[config.mk]
export PLATFORM = sky130hd
export DESIGN_NAME = memory_sequencer
export DESIGN_NICKNAME = d
export VERILOG_FILES = /design/src/rtl/conway_ctrl_pkg.sv /design/src/rtl/step_timer.sv /design/src/rtl/memory_sequencer.sv
export SDC_FILE = /design/constraint.sdc
export NUM_CORES = 1
export LEC_CHECK = 0
export CORE_MARGIN = 8
export CORE_UTILIZATION = 40
export CTS_CLUSTER_DIAMETER = 200
export CTS_CLUSTER_SIZE = 14
export DETAILED_ROUTE_END_ITERATION = 10
export PLACE_DENSITY = 0.67
export REMOVE_ABC_BUFFERS = 1
export SETUP_SLACK_MARGIN = 0.5
export SLEW_MARGIN = 20
export SYNTH_ARGS = -nofsm -noshare
export SYNTH_HDL_FRONTEND = slang
export SYNTH_HIERARCHICAL = 1
export SYNTH_SLANG_ARGS = --single-unit
[constraint.sdc]
create_clock -name CLK -period 2.58 [get_ports CLK]
set_input_delay 0.387 -clock CLK [delete_from_list [all_inputs] [get_ports CLK]]
set_output_delay 0.387 -clock CLK [all_outputs]
set_load 0.005 [all_outputs]
[src/rtl/conway_ctrl_pkg.sv]
// conway_ctrl_pkg: shared sequencer state encoding and default timing parameters
package conway_ctrl_pkg;

    typedef enum logic [1:0] {
        IDLE = 2'd0,
        LOAD = 2'd1,
        RUN  = 2'd2,
        STEP = 2'd3
    } seq_state_t;

    localparam int STEP_DIV_DEFAULT = 4;
    localparam int GEN_W_DEFAULT    = 16;

endpackage

[src/rtl/step_timer.sv]
// step_timer: modulo-DIV cadence divider with clear, enable and terminal count
module step_timer
    import conway_ctrl_pkg::*;
#(
    parameter int DIV = STEP_DIV_DEFAULT
) (
    input  logic clk,
    input  logic rst_n,
    input  logic clr,
    input  logic en,
    output logic tc
);

    localparam int CW = (DIV > 1) ? $clog2(DIV) : 1;

    logic [CW-1:0] cnt;

    assign tc = cnt == CW'(DIV - 1);

    // count 0..DIV-1 while enabled, wrapping on terminal count
    always_ff @(posedge clk) begin
        if (!rst_n || clr) cnt <= '0;
        else if (en) cnt <= tc ? '0 : cnt + 1'b1;
    end

endmodule

[src/rtl/memory_sequencer.sv]
// memory_sequencer: serial seed loader and generation scheduler for the row memory
module memory_sequencer
    import conway_ctrl_pkg::*;
#(
    parameter int DATA_SIZE = 5,
    parameter int STEP_DIV  = STEP_DIV_DEFAULT,
    parameter int GEN_W     = GEN_W_DEFAULT
) (
    input  logic             CLK,
    input  logic             RESET,
    input  logic             LOAD_REQ,
    input  logic             RUN_REQ,
    input  logic             STEP_REQ,
    input  logic             STOP_REQ,
    input  logic [GEN_W-1:0] GEN_LIMIT,
    input  logic             BIT_IN,
    input  logic             BIT_IN_VALID,
    output logic             BIT_IN_READY,
    output logic             SERIAL_OUT,
    output logic             LOAD_MODE,
    output logic             RUN_MODE,
    output logic             LOAD_DONE,
    output logic             BUSY,
    output logic [GEN_W-1:0] GEN_COUNT
);

    localparam int BW = $clog2(DATA_SIZE + 1);

    seq_state_t       state, state_n;
    logic [BW-1:0]    bit_cnt, bit_cnt_n;
    logic [GEN_W-1:0] gen_n, gen_inc;
    logic [GEN_W:0]   gen_plus;
    logic             serial_n, load_mode_n, run_mode_n, load_done_n;
    logic             hs, tc, limit_hit, over_limit;

    assign BIT_IN_READY = state == LOAD;
    assign hs           = BIT_IN_VALID & BIT_IN_READY;
    assign gen_plus     = {1'b0, GEN_COUNT} + (GEN_W + 1)'(1);
    assign gen_inc      = &GEN_COUNT ? GEN_COUNT : gen_plus[GEN_W-1:0];
    assign limit_hit    = GEN_LIMIT != '0 && gen_plus == {1'b0, GEN_LIMIT};
    assign over_limit   = GEN_LIMIT != '0 && GEN_COUNT >= GEN_LIMIT;

    // divider only runs in RUN and restarts from zero on every entry
    step_timer #(.DIV(STEP_DIV)) u_timer (
        .clk   (CLK),
        .rst_n (RESET),
        .clr   (state != RUN),
        .en    (state == RUN),
        .tc    (tc)
    );

    // next state and next registered outputs
    always_comb begin
        state_n     = state;
        bit_cnt_n   = bit_cnt;
        gen_n       = GEN_COUNT;
        serial_n    = SERIAL_OUT;
        load_mode_n = 1'b0;
        run_mode_n  = 1'b0;
        load_done_n = 1'b0;
        case (state)
            IDLE: begin
                if (LOAD_REQ) begin
                    state_n   = LOAD;
                    bit_cnt_n = '0;
                    gen_n     = '0;
                end else if (RUN_REQ) begin
                    state_n = RUN;
                end else if (STEP_REQ) begin
                    state_n = STEP;
                end
            end
            LOAD: begin
                if (hs) begin
                    serial_n    = BIT_IN;
                    load_mode_n = 1'b1;
                    bit_cnt_n   = bit_cnt + 1'b1;
                    if (bit_cnt == BW'(DATA_SIZE - 1)) begin
                        load_done_n = 1'b1;
                        state_n     = IDLE;
                    end
                end
            end
            RUN: begin
                if (STOP_REQ || over_limit) begin
                    state_n = IDLE;
                end else if (tc) begin
                    run_mode_n = 1'b1;
                    gen_n      = gen_inc;
                    if (limit_hit) state_n = IDLE;
                end
            end
            STEP: begin
                run_mode_n = 1'b1;
                gen_n      = gen_inc;
                state_n    = IDLE;
            end
            default: state_n = IDLE;
        endcase
    end

    // state and output registers with synchronous active-low reset
    always_ff @(posedge CLK) begin
        if (!RESET) begin
            state      <= IDLE;
            bit_cnt    <= '0;
            GEN_COUNT  <= '0;
            SERIAL_OUT <= 1'b0;
            LOAD_MODE  <= 1'b0;
            RUN_MODE   <= 1'b0;
            LOAD_DONE  <= 1'b0;
            BUSY       <= 1'b0;
        end else begin
            state      <= state_n;
            bit_cnt    <= bit_cnt_n;
            GEN_COUNT  <= gen_n;
            SERIAL_OUT <= serial_n;
            LOAD_MODE  <= load_mode_n;
            RUN_MODE   <= run_mode_n;
            LOAD_DONE  <= load_done_n;
            BUSY       <= state_n != IDLE;
        end
    end

endmodule

==> impl_metrics.toml, run 1 <==
[run_status]
status = "complete, no violations"

[global_route]
grt_remaining_overflow = 0
grt_start_max_net_pins = 20
grt_pass1_wl_mm = 12.2
grt_pass1_vias = 2501
antenna_found_initial = 0
grtUsageTotal = 0.178

[drt]
drc = 0
wl_mm = 8.14
via_per_inst = 5.52
num_vias = 2602
ant_nets = 0
drtPass1Iterations = 4
drt_iter0_drc = 146
wl_per_cell_um = 17.3

[setup_path]
cp-start-kind = "register"
crit_type = "register to register"
cp_data_arrival_time_ps = 2680
worstPathRequired_ps = 2740
cp_max_fo = 2
crit_path_end_kind = "register"

[synthesis]
yosysSeqAreaShare = 0.253
synth-seq-cells = 28
yosys.area_share.simple = 0.253
synthAdderAreaFrac = 0.113
yosys-mux-area-fraction = 0.0136
yosys.area.top_type = "dfxtp_1"
synth_edf_count = 0
yosysWarnings = 6
syn_area_um2 = 2220
async_flop_share = 0
synth_top_family_by_area = "simple AND/OR/NAND/NOR gates"
synth_cell_types = 49
synth_top_area_frac = 0.253
synthTopCellsByArea = "dfxtp_1, ha_1, xnor2_1"
synth_flop_cell = "dfxtp_1"
avgSynthCellArea_um2 = 7.72
synth-compound-area-share = 0.200
ys_top_cells_by_count = "inv_1, nand2_1, dfxtp_1"
syn_inst = 287
synthXorXnorAreaFrac = 0.0988

[final_layout]
layout-drive-gt1-share = 0.383
area_growth_pct = 71.2
final_net_count = 445
antenna_cells = 0
final_cell_area_um2 = 3790

[placed_design]
dp_hpwl_mm = 5.68
gp_congestion = 0.923
port_buffers = 45
place_area_um2 = 3190

[clocking]
cts.sinks = 28
numCtsBuffers = 3
clk_pin_slew_ps = 100
cts_tree = "done"
clock_latency_ps = 270
postCtsHoldBufs = 0
clockBufferDepth = 2
root_buffer = "clkbuf_8"
htree_levels = 1

[sta]
tightest_slew_ps = 513
drv_slew = 0
slew_headroom = 0.655
finalHoldViolCount = 0
fin_crit_sh = 0.978
period_minus_slack_ps = 2520
rsz0062_at_grt = "true"
finalSetupViolCount = 0
fmax_ghz = 0.396
clock_skew_ps = 2.97

[floorplan]
fp.dieW_um = 90.4
die-area_um2 = 8180
boundaryPins = 46
die_h_um = 90.4
coreArea_um2 = 5440
row_count = 27
start_util = 0.407

[run]
maxCapViolations = 0

[pwr]
powerDensity_nw_per_um2 = 242
ir_drop_v = 0.000229
power_leakage_nw = 1.61
fin_total_pwr_w = 0.000919

[min_path]
worst_hold_path_type = "register to register"
==> cell type report <==
cell class / instances / area [um2]
flip-flops and latches: 28 / 578
inverters: 30 / 113
fillers: 417 / 1650
well taps: 72 / 90.1
clock buffers: 3 / 41.3
repair buffers: 119 / 1050
multi-input cells: 219 / 1930
==> layout by cell type, fill, tap and decap left out, drive strengths merged, types with 3 or more instances in the layout <==
cell	n
xor2	8
nor2	18
clkbuf	5
a31o	5
a211oi	3
or4	3
nand4	8
and2	3
nand3	12
nand2b	3
and3	6
nand2	29
buf	73
clkdlybuf4s50	29
xnor2	17
inv	29
a31oi	9
nor3	5
o21ai	11
ha	20
a41o	5
dlygate4sd2	13
nor4	9
dfxtp	28
mux2i	3
a21oi	15
nor2b	5
==> timing repair <==
| item | 4_1_cts | 5_1_grt |
|---|---|---|
| pin swaps | 24 | 26 |
| setup endpoints to repair | 19 | 19 |
| resized for setup | 52 | 66 |
| setup buffers | 4 | 6 |
| gates cloned | 0 | 1 |
==> worst paths after layout <==
path                 from    endpoint  slack, ps  cells after the start
min reg2reg    SERIAL_OUT  SERIAL_OUT        460                      2
max          GEN_COUNT[1]        BUSY         60                      8
max reg2reg  GEN_COUNT[1]        BUSY         60                      8
min            SERIAL_OUT  SERIAL_OUT        460                      2
==> report_power, final <==
| group | switching [W] | leakage (nW) | internal (W) |
|---|---|---|---|
| clock | 0.000139 | 0.0216 | 0.000105 |
| sequential | 0.00000348 | 0.232 | 0.000437 |
| combinational | 0.000118 | 1.36 | 0.000116 |
| total | 0.000260 | 1.61 | 0.000659 |
==> cell families after synthesis <==
| family | after synthesis |
|---|---|
| compound gates | 64 |
| xor+xnor | 25 |
| fa+ha+maj | 20 |
| buf+inv | 40 |
| flops | 28 |
| mux | 3 |
| simple gates | 107 |
==> state kept, by name, indices dropped and copies added, names as in the netlist <==
register and cells:
GEN_COUNT 16, BUSY 1, LOAD_DONE 1, bit_cnt 3, SERIAL_OUT 1, LOAD_MODE 1, RUN_MODE 1, state 2
u_timer/cnt 2
==> stage by stage <==
stage,cells,hold slack [ps],setup slack [ps],setup TNS [ps],util
3_3_place_gp,457,445,-300,-4780,0.586
3_5_place_dp,457,449,-319,-5130,0.586
5_1_grt,471,493,27.7,0,0.697
6_report,471,459,57.2,0,0.697
2_1_floorplan,277,453,-138,-244,-
4_1_cts,464,463,54.4,0,0.628
==> per-layer routing <==
metal  vias to the layer above  GRT usage  wire (um)
met1                      1229      0.233       3600
met5                         -          0          0
li1                       1263          -          -
met3                        15     0.0241        443
met2                        95      0.291       3930
met4                         0     0.0610        168
==> critical path: stages, from the launching register on <==
cell      delay [ps]
dfxtp_2          370
ha_4             160
nand3_4           80
or4_4            560
and2_4           160
or3_1            300
a2111o_1         420
o31ai_2          250
a21oi_1          120
Note: power is estimated with default switching activity, not from simulation.
==> run 2, diff against run 1 <==
DONT_BUFFER_PORTS = 1   (was default)
PLACE_DENSITY = default   (was 0.67)
TNS_END_PERCENT = 20   (was default)
==> run 2 against run 1 <==
Against the previous run:
- largest cell class unchanged
- sequential power up 2%
- routed wire length down 13%
- fmax rose by 4.3%
- first-iteration DRC count up 32%
- global-route usage shrank 0.47 points
- critical endpoint unchanged
==> impl_metrics.toml, run 2 (synthesis results as in run 1) <==
[run_status]
status = "complete, no violations"

[run]
maxCapViolations = 0

[floorplan]
die-area_um2 = 8180
fp.dieW_um = 90.4
die_h_um = 90.4
start_util = 0.407
boundaryPins = 46
row_count = 27
coreArea_um2 = 5440

[global_route]
gr-usage-met2 = 0.261
grt_remaining_overflow = 0
antenna_found_initial = 0
grt_pass1_wl_mm = 11.7
top_usage_layer = "met2"
grtUsageMet1 = 0.226
grt_use_met3 = 0.0524
grt_start_max_net_pins = 20
grt_pass1_vias = 2223
grtUsageTotal = 0.174

[drt]
wl_per_cell_um = 17.8
drt_iter0_drc = 193
via_per_inst = 5.77
wl_mm = 7.12
drc = 0
ant_nets = 0
drtPass1Iterations = 4
num_vias = 2309

[min_path]
hold_start = "RESET"
worst_hold_path_type = "input port to register"
hold_depth = 2
min_to = "RUN_MODE"

[sta]
slew_headroom = 0.611
rsz0062_at_grt = "true"
finalHoldViolCount = 0
clock_skew_ps = 5.69
final.setup.worst_slack_ps = 162
drv_slew = 0
fmax_ghz = 0.414
period_minus_slack_ps = 2420
fin_crit_sh = 0.937
finalSetupViolCount = 0
finalSetupTns_ps = 0
tightest_slew_ps = 579

[final_layout]
fin_cells = 400
final_cell_mix = "buf_4, nand2_1, inv_1"
antenna_cells = 0
area_growth_pct = 31.8
reg_top3 = "GEN_COUNT: 16 flops, bit_cnt: 3 flops"
layout_commonest_cell = "buf_4"
fillers = 504
final_net_count = 373
final_cell_area_um2 = 2920
layout-drive-gt1-share = 0.287
regMostFlops = "GEN_COUNT"
largest_reg_flops = 16

[pwr]
ir_drop_v = 0.000305
fin_total_pwr_w = 0.000954
powerDensity_nw_per_um2 = 326
power_leakage_nw = 1.28

[placed_design]
place_area_um2 = 2540
dp_hpwl_mm = 5.24
dp.cells = 384
port_buffers = 0
gp_congestion = 0.886
pre_cts_ws_ps = -53.2

[setup_path]
worstPathCellList = "nand4_1, buf_4, or4_4, buf_4, nor3_1, o21ai_0, a2111o_1, o31ai_4, a21oi_1"
cp_max_fo = 6
cp_data_arrival_time_ps = 2600
rrSetupSlack_ps = 160
cp_top_family = "compound AO/OA/AOI/OAI gates"
max_stage_delay_ps = 460
crit_path_top_delay_cell = "a2111o_1"
crit_buf_inv = 2
reg2reg_to = "BUSY"
worst_r2r_startpoint = "GEN_COUNT[9]"
crit_path_end_kind = "register"
crit_type = "register to register"
cp-start-kind = "register"
rr_worst_depth = 9
crit_top_cell = "buf_4"
worstPathRequired_ps = 2770

[clocking]
cts_tree = "done"
root_buffer = "clkbuf_8"
clockBufferDepth = 2
numCtsBuffers = 3
postCtsHoldBufs = 0
cts.sinks = 28
clk_pin_slew_ps = 110
clock_latency_ps = 290
htree_levels = 1
-- run 2: changes by cell type in the layout (fill, tap and decap cells not counted), sizes merged --
cell / change
clkdlybuf4s50: -29
bufinv: +1
buf: -26
clkdlybuf4s15: -1
clkbuf: -2
dlymetal6s2s: -1
dlygate4sd2: -13
-- run 2: what timing repair did --
| action | CTS | global route |
|---|---|---|
| gates cloned | 1 | 0 |
| pin swaps | 20 | 13 |
| gates resized for setup | 28 | 21 |
| buffers inserted | 5 | 6 |
| endpoints found under the setup margin | 19 | 19 |
-- run 2: layout make-up --
cell class / count / area (um2) / share of cell area
clock inverter: 1 / 30.0 / 0.0103
tap: 72 / 90.1 / 0.0308
sequential: 28 / 576 / 0.197
multi-input combinational: 219 / 1660 / 0.567
inverter: 30 / 115 / 0.0394
clock buffer: 3 / 41.3 / 0.0141
timing repair buffer: 47 / 412 / 0.141
-- run 2: metal layers --
metal / share of wire / vias to the layer above
met3: 0.097 / 14
met4: 0.023 / 0
met2: 0.44 / 103
li1: - / 1118
met1: 0.44 / 1074
met5: 0 / -
-- run 2: worst reg2reg max path, cell delays in order (launching register included) --
cell and delay, ps:
dfxtp_4 400, nand4_1 160, buf_4 190, or4_4 420, buf_4 170, nor3_1 140
o21ai_0 100, a2111o_1 460, o31ai_4 200, a21oi_1 80
-- run 2: worst max-delay path by stage --
stage	from	endpoint	slack, ps	depth (start not counted)
floorplan	GEN_COUNT[1]	BUSY	-140	8
global placement	GEN_COUNT[0]	BUSY	70	8
detailed placement	GEN_LIMIT[14]	GEN_COUNT[1]	-50	11
CTS	GEN_COUNT[1]	BUSY	200	8
global route	GEN_COUNT[0]	BUSY	80	10
finish	GEN_COUNT[9]	BUSY	160	9
-- run 2: per-stage QoR --
stage | hold slack, ps | util
4_1_cts | 217 | 0.514
3_3_place_gp | 468 | 0.467
5_1_grt | 227 | 0.537
2_1_floorplan | 453 | -
6_report | 217 | 0.537
3_5_place_dp | 479 | 0.467
-- run 2: report_power, final --
part | internal, W | leakage [nW] | total [W] | switching (W)
registers | 0.000439 | 0.232 | 0.000451 | 0.0000121
clock network | 0.000209 | 0.0357 | 0.000372 | 0.000163
logic | 0.0000622 | 1.01 | 0.000132 | 0.0000694
total | 0.000709 | 1.28 | 0.000954 | 0.000245
